--- config.mk ---
export PLATFORM = sky130hd
export DESIGN_NAME = bldc_hall_capture
export DESIGN_NICKNAME = d
export VERILOG_FILES = /design/src/rtl/bldc_hall_pkg.sv /design/src/rtl/bldc_hall_filt.sv /design/src/rtl/bldc_hall_capture.sv
export SDC_FILE = /design/constraint.sdc
export NUM_CORES = 1
export LEC_CHECK = 0
export CAP_MARGIN = 10
export CORE_ASPECT_RATIO = 2
export CORE_MARGIN = 3
export CORE_UTILIZATION = 42
export DETAILED_ROUTE_END_ITERATION = 8
export PLACE_DENSITY = 0.61
export SLEW_MARGIN = 20
export SYNTH_ARGS = -nofsm -noshare
export SYNTH_HDL_FRONTEND = slang
export SYNTH_HIERARCHICAL = 1
export SYNTH_SLANG_ARGS = --single-unit
export TNS_END_PERCENT = 1
--- constraint.sdc ---
create_clock -name clk -period 3.55 [get_ports clk]
set_input_delay 0.5325 -clock clk [delete_from_list [all_inputs] [get_ports clk]]
set_output_delay 0.5325 -clock clk [all_outputs]
set_load 0.01 [all_outputs]
--- src/rtl/bldc_hall_pkg.sv ---
// Shared constants and hall-code helpers for the BLDC hall-sensor capture block.
// Forward rotation walks the codes 1,3,2,6,4,5 and wraps back to 1.
package bldc_hall_pkg;

    localparam int SYNC_STAGES_DEF = 2;
    localparam int FILT_W_DEF      = 4;
    localparam int PER_W_DEF       = 24;

    localparam logic [2:0] HALL_INV0 = 3'b000;
    localparam logic [2:0] HALL_INV1 = 3'b111;

    typedef enum logic {
        DIR_REV = 1'b0,
        DIR_FWD = 1'b1
    } hall_dir_e;

    function automatic logic hall_valid(input logic [2:0] code);
        return (code != HALL_INV0) && (code != HALL_INV1);
    endfunction

    function automatic logic [2:0] hall_fwd_next(input logic [2:0] code);
        case (code)
            3'd1:    return 3'd3;
            3'd3:    return 3'd2;
            3'd2:    return 3'd6;
            3'd6:    return 3'd4;
            3'd4:    return 3'd5;
            3'd5:    return 3'd1;
            default: return HALL_INV0;
        endcase
    endfunction

    function automatic logic [2:0] hall_rev_next(input logic [2:0] code);
        case (code)
            3'd1:    return 3'd5;
            3'd5:    return 3'd4;
            3'd4:    return 3'd6;
            3'd6:    return 3'd2;
            3'd2:    return 3'd3;
            3'd3:    return 3'd1;
            default: return HALL_INV0;
        endcase
    endfunction

endpackage

--- src/rtl/bldc_hall_filt.sv ---
// Hall input synchroniser plus debounce filter: a candidate code is stable once
// it has been seen unchanged for at least filt_len_i extra cycles.
module bldc_hall_filt
    import bldc_hall_pkg::*;
#(
    parameter int SYNC_STAGES = SYNC_STAGES_DEF,
    parameter int FILT_W      = FILT_W_DEF
) (
    input  logic              clk,
    input  logic              rst_n,
    input  logic [2:0]        hall_i,
    input  logic [FILT_W-1:0] filt_len_i,
    output logic [2:0]        cand_o,
    output logic              stable_o,
    output logic              cand_chg_o
);

    logic [SYNC_STAGES-1:0][2:0] sync_q, sync_d;
    logic [2:0]                  hall_s;
    logic [2:0]                  cand_q, cand_d;
    logic [FILT_W-1:0]           cnt_q, cnt_d;

    assign hall_s = sync_q[SYNC_STAGES-1];

    // The counter saturates so long filter settings never wrap back to "unstable".
    always_comb begin
        sync_d = {sync_q[SYNC_STAGES-2:0], hall_i};
        cand_d = cand_q;
        cnt_d  = cnt_q;
        if (hall_s != cand_q) begin
            cand_d = hall_s;
            cnt_d  = '0;
        end else if (cnt_q != '1) begin
            cnt_d = cnt_q + FILT_W'(1);
        end
    end

    always_ff @(posedge clk or negedge rst_n) begin
        if (!rst_n) begin
            sync_q <= '0;
            cand_q <= '0;
            cnt_q  <= '0;
        end else begin
            sync_q <= sync_d;
            cand_q <= cand_d;
            cnt_q  <= cnt_d;
        end
    end

    assign cand_o     = cand_q;
    assign stable_o   = (hall_s == cand_q) && (cnt_q >= filt_len_i);
    assign cand_chg_o = (hall_s != cand_q);

endmodule

--- src/rtl/bldc_hall_capture.sv ---
// BLDC hall-sensor front end: accepts debounced valid hall codes and reports
// commutation pulses, rotation direction, commutation period and stall.
module bldc_hall_capture
    import bldc_hall_pkg::*;
#(
    parameter int SYNC_STAGES = SYNC_STAGES_DEF,
    parameter int FILT_W      = FILT_W_DEF,
    parameter int PER_W       = PER_W_DEF
) (
    input  logic              clk,
    input  logic              rst_n,
    input  logic [2:0]        hall_i,
    input  logic              en_i,
    input  logic [FILT_W-1:0] filt_len_i,
    output logic [2:0]        hall_o,
    output logic              hall_change_o,
    output logic              hall_err_o,
    output logic              dir_o,
    output logic [PER_W-1:0]  period_o,
    output logic              period_vld_o,
    output logic              stall_o
);

    logic [2:0]       cand;
    logic             stable;
    logic             cand_chg;

    logic [2:0]       hall_q, hall_d;
    hall_dir_e        dir_q, dir_d;
    logic [PER_W-1:0] period_q, period_d;
    logic [PER_W-1:0] per_cnt_q, per_cnt_d;
    logic             stall_q, stall_d;
    logic             err_flag_q, err_flag_d;
    logic             change_q, change_d;
    logic             err_q, err_d;
    logic             vld_q, vld_d;

    logic             have_prev, is_fwd, is_rev;
    logic             accept, inv_err, skip_err;

    bldc_hall_filt #(
        .SYNC_STAGES (SYNC_STAGES),
        .FILT_W      (FILT_W)
    ) u_filt (
        .clk        (clk),
        .rst_n      (rst_n),
        .hall_i     (hall_i),
        .filt_len_i (filt_len_i),
        .cand_o     (cand),
        .stable_o   (stable),
        .cand_chg_o (cand_chg)
    );

    // hall_q==0 marks "no reference code yet" after reset or re-enable.
    assign have_prev = (hall_q != HALL_INV0);
    assign is_fwd    = (cand == hall_fwd_next(hall_q));
    assign is_rev    = (cand == hall_rev_next(hall_q));
    assign accept    = stable && hall_valid(cand) && (cand != hall_q) && en_i;
    assign inv_err   = stable && !hall_valid(cand) && !err_flag_q && en_i;
    assign skip_err  = accept && have_prev && !is_fwd && !is_rev;

    always_comb begin
        hall_d     = hall_q;
        dir_d      = dir_q;
        period_d   = period_q;
        per_cnt_d  = per_cnt_q;
        stall_d    = stall_q;
        err_flag_d = cand_chg ? 1'b0 : (err_flag_q || inv_err);
        change_d   = 1'b0;
        err_d      = inv_err || skip_err;
        vld_d      = 1'b0;
        if (!en_i) begin
            hall_d    = HALL_INV0;
            per_cnt_d = '0;
            stall_d   = 1'b0;
        end else if (accept) begin
            hall_d    = cand;
            per_cnt_d = '0;
            stall_d   = 1'b0;
            change_d  = 1'b1;
            if (have_prev) begin
                if (is_fwd) begin
                    dir_d = DIR_FWD;
                end else if (is_rev) begin
                    dir_d = DIR_REV;
                end
                // A stalled interval has no meaningful period to report.
                if (!stall_q) begin
                    period_d = per_cnt_q + PER_W'(1);
                    vld_d    = 1'b1;
                end
            end
        end else begin
            if (per_cnt_q != '1) begin
                per_cnt_d = per_cnt_q + PER_W'(1);
            end
            stall_d = stall_q || (per_cnt_d == '1);
        end
    end

    always_ff @(posedge clk or negedge rst_n) begin
        if (!rst_n) begin
            hall_q     <= HALL_INV0;
            dir_q      <= DIR_FWD;
            period_q   <= '0;
            per_cnt_q  <= '0;
            stall_q    <= 1'b0;
            err_flag_q <= 1'b0;
            change_q   <= 1'b0;
            err_q      <= 1'b0;
            vld_q      <= 1'b0;
        end else begin
            hall_q     <= hall_d;
            dir_q      <= dir_d;
            period_q   <= period_d;
            per_cnt_q  <= per_cnt_d;
            stall_q    <= stall_d;
            err_flag_q <= err_flag_d;
            change_q   <= change_d;
            err_q      <= err_d;
            vld_q      <= vld_d;
        end
    end

    assign hall_o        = hall_q;
    assign hall_change_o = change_q;
    assign hall_err_o    = err_q;
    assign dir_o         = dir_q;
    assign period_o      = period_q;
    assign period_vld_o  = vld_q;
    assign stall_o       = stall_q;

endmodule

==> reports/metrics.yaml <==
critical_path:
  cp_cell_sequence: "clkdlybuf4s50_1 -> inv_1 -> ha_1 -> o21a_1 -> nor2_1 -> nor3_1 -> nand2_1 -> or2_1 -> or4_1 -> nor2_4 -> buf_4 -> mux2i_1"
  end_kind: "flip-flop"
  cp-start-kind: "input port"
  slowest_stage: "or4_1"
  critPathKind: "in -> reg"
  crit_family: "simple AND/OR/NAND/NOR gates"
  cp_num_buf_inv: 3
  crit_fanout: 11
  cp.arrival_ns: 3.22
  critPathMaxStageDelay_ns: 0.49
  required_ns: 3.80
clock_network:
  numCtsBuffers: 9
  hold_buffers: 0
  clock_latency_ns: 0.33
  ctsLongestPathBuffers: 2
  cts_max_level: 3
  cts_tree: "built"
  cts.clk_slew.worst_paths_ns: 0.06
  cts_resized: 0
  clock_sinks: 70
  cts_root_buffer: "clkbuf_16"
  cts_setup_buffers: 0
detailed_routing:
  wirelength_met1_mm: 2.932
  ant_nets: 0
  highest_layer: "met4"
  route.detailed.drc: 0
  vias: 2743
  avgViaCountPerCell: 5.453
  drt-total-wl_mm: 7.781
  drtIter0Drc: 68
  dr_wl_met3_um: 289
  firstDrtPassIters: 5
  routedWlPerCell_um: 15.47
  met2_length_mm: 4.305
synthesis:
  netlist_instances: 363
  synth.largest_area_cell: "dfrtp_1"
  syn-cell-area_um2: 3571
  synthMostInstantiatedCell: "dfrtp_1"
  synth_common_cells: "dfrtp_1, a21oi_1, nor2_1"
  postSynthAreaPerCell_um2: 9.837
  synth-async-reset-ratio: 1.000
  ys.flop_type: "dfrtp_1"
  synth-seq-cells: 70
  synth_area_leaders: "dfrtp_1, a21oi_1, nor2_1"
  synth-warning-count: 6
  ys_types: 61
  synth_edf_count: 0
  synth_top_area_share: 0.4835
  syn_nets: 379
  ys_seq_area_frac: 0.4909
final_layout:
  areaGrowthSynthToFinish_pct: 23.16
  final_util: 0.5304
  nNetsFinal: 416
  n_antenna_cell: 0
  drive_above_1_share: 0.1062
floorplanning:
  ios: 42
  dieArea_um2: 9712
  start_util: 0.4307
  die_w_um: 71.20
  core_um2: 8292
  fp.dieH_um: 136.4
  rows: 47
sta:
  hold_viol: 0
  final.setup_skew_ns: 0.005065
  tightestPinTransition_ns: 0.7684
  layout_setup_ws_ns: 0.5817
  fin_crit_ns: 2.968
  fin_tns_setup_ns: 0
  rsz0062_at_grt: "false"
  drv_slew: 0
  relSlewSlack: 0.4830
  finalCritPeriodShare: 0.8361
  setup_viol: 0
  fmax_mhz: 336.9
outcome:
  status: "completed"
placed_design:
  dp_hpwl_mm: 5.683
  place_ws_ns: 0.1846
  port_buffers: 41
  gp_congestion: 0.8460
global_routing:
  grt_pass1_vias: 2830
  grt-ovfl-total: 0
  grt_max_degree: 59
  antenna_found_initial: 0
  grt_pass1_wl_mm: 13.36
  grt_use_total: 0.1782
power:
  total_power_uw: 1914
  ir_drop_mv: 0.3616
  power_density_nw_per_um2: 435.3
  p_leak_uw: 0.001855
worst_hold_path:
  hold_path.class: "in -> async"
job:
  max-cap-violations: 0
-- layout by cell type (no fill, tap or decap), types with 3 or more instances in the layout --
cell / netlist / layout
nor3_1: 14 / 14
a21oi_1: 47 / 47
xnor2_1: 16 / 16
nor2_1: 44 / 43
nand2_1: 18 / 18
mux2i_1: 6 / 6
clkdlybuf4s50_1: 0 / 40
nor3b_1: 5 / 5
nand3_1: 13 / 13
xor2_1: 13 / 13
nand4_1: 9 / 9
xnor2_2: 3 / 3
inv_1: 14 / 14
nor4_1: 3 / 3
o21ai_0: 6 / 6
ha_1: 6 / 6
clkbuf_16: 0 / 9
dfrtp_1: 69 / 69
nor2b_1: 3 / 3
buf_4: 4 / 6
nand2b_1: 4 / 4
-- stage by stage --
step / instances / hold WS, ns / area (µm²)
6_report: 503 / 0.07426 / 4398
3_5_place_dp: 487 / 0.3379 / 4066
3_3_place_gp: 487 / 0.3324 / 4066
4_1_cts: 503 / 0.07247 / 4398
2_1_floorplan: 363 / 0.2369 / 3571
5_1_grt: 503 / 0.08358 / 4398
-- where the power goes --
| group | switching, µW | leakage [µW] | internal [µW] |
|---|---|---|---|
| clock | 337 | 0.000156 | 638 |
| combinational | 55.1 | 0.000759 | 49.0 |
| sequential | 20.4 | 0.000940 | 815 |
| total | 412 | 0.00185 | 1500 |
-- layer usage --
| layer | vias to the layer above | GRT usage |
|---|---|---|
| met5 | - | 0 |
| met4 | 0 | 0.09205 |
| met3 | 20 | 0.04811 |
| met2 | 59 | 0.3135 |
| met1 | 1318 | 0.1905 |
| li1 | 1346 | - |
-- flip-flops by register name, indices dropped and copies added (netlist names) --
signal,flops
hall_err_o,1
hall_change_o,1
u_filt/sync_d,3
u_filt/cand_o,3
err_flag_q,1
u_filt/cnt_q,4
hall_o,3
dir_o,1
stall_o,1
u_filt/hall_s,3
period_o,24
period_vld_o,1
per_cnt_q,24
-- cells by family after synthesis --
| group | synth area share |
|---|---|
| multiplexers | 0.01997 |
| AO/OA/AOI/OAI | 0.1219 |
| AND/OR/NAND/NOR | 0.2172 |
| adder cells (fa/ha/maj) | 0.02102 |
| flip-flops | 0.4909 |
| XOR/XNOR | 0.08479 |
| buffers and inverters | 0.04415 |
-- cell type report --
cell class,count,area (µm²)
clock inverter,6,92.59
multi-input combinational,257,1668
timing repair buffer,48,470.5
inverter,14,52.55
fill,776,3894
tap,98,122.6
clock buffer,10,239.0
sequential,70,1753
-- worst paths after layout --
check                                              from                    endpoint  slack, ns  depth (start not counted)
hold / removal                                    rst_n    period_o[12]$_DFFE_PN0P_       0.07                          1
max in group asynchronous                         rst_n     hall_change_o$_DFF_PN0_       2.44                          2
min in group clk             u_filt/sync_d[3]$_DFF_PN0_  u_filt/hall_s[0]$_DFF_PN0_       0.35                          0
setup / recovery                          filt_len_i[3]     period_o[0]$_DFFE_PN0P_       0.58                         12
hold reg to reg              u_filt/sync_d[3]$_DFF_PN0_  u_filt/hall_s[0]$_DFF_PN0_       0.35                          0
setup reg to reg           u_filt/cand_o[2]$_DFFE_PN0N_     period_o[0]$_DFFE_PN0P_       0.61                          9
-- worst reg2reg max path, cell delays in order (launching register included) --
cell and delay (ns):
dfrtp_1 0.70, xnor2_2 0.20, nand3_4 0.13, nor3_1 0.39, nand2_1 0.12, or2_1 0.25, or4_1 0.50, nor2_4 0.17
buf_4 0.20, mux2i_1 0.20
(Power assumes the default switching activity.)
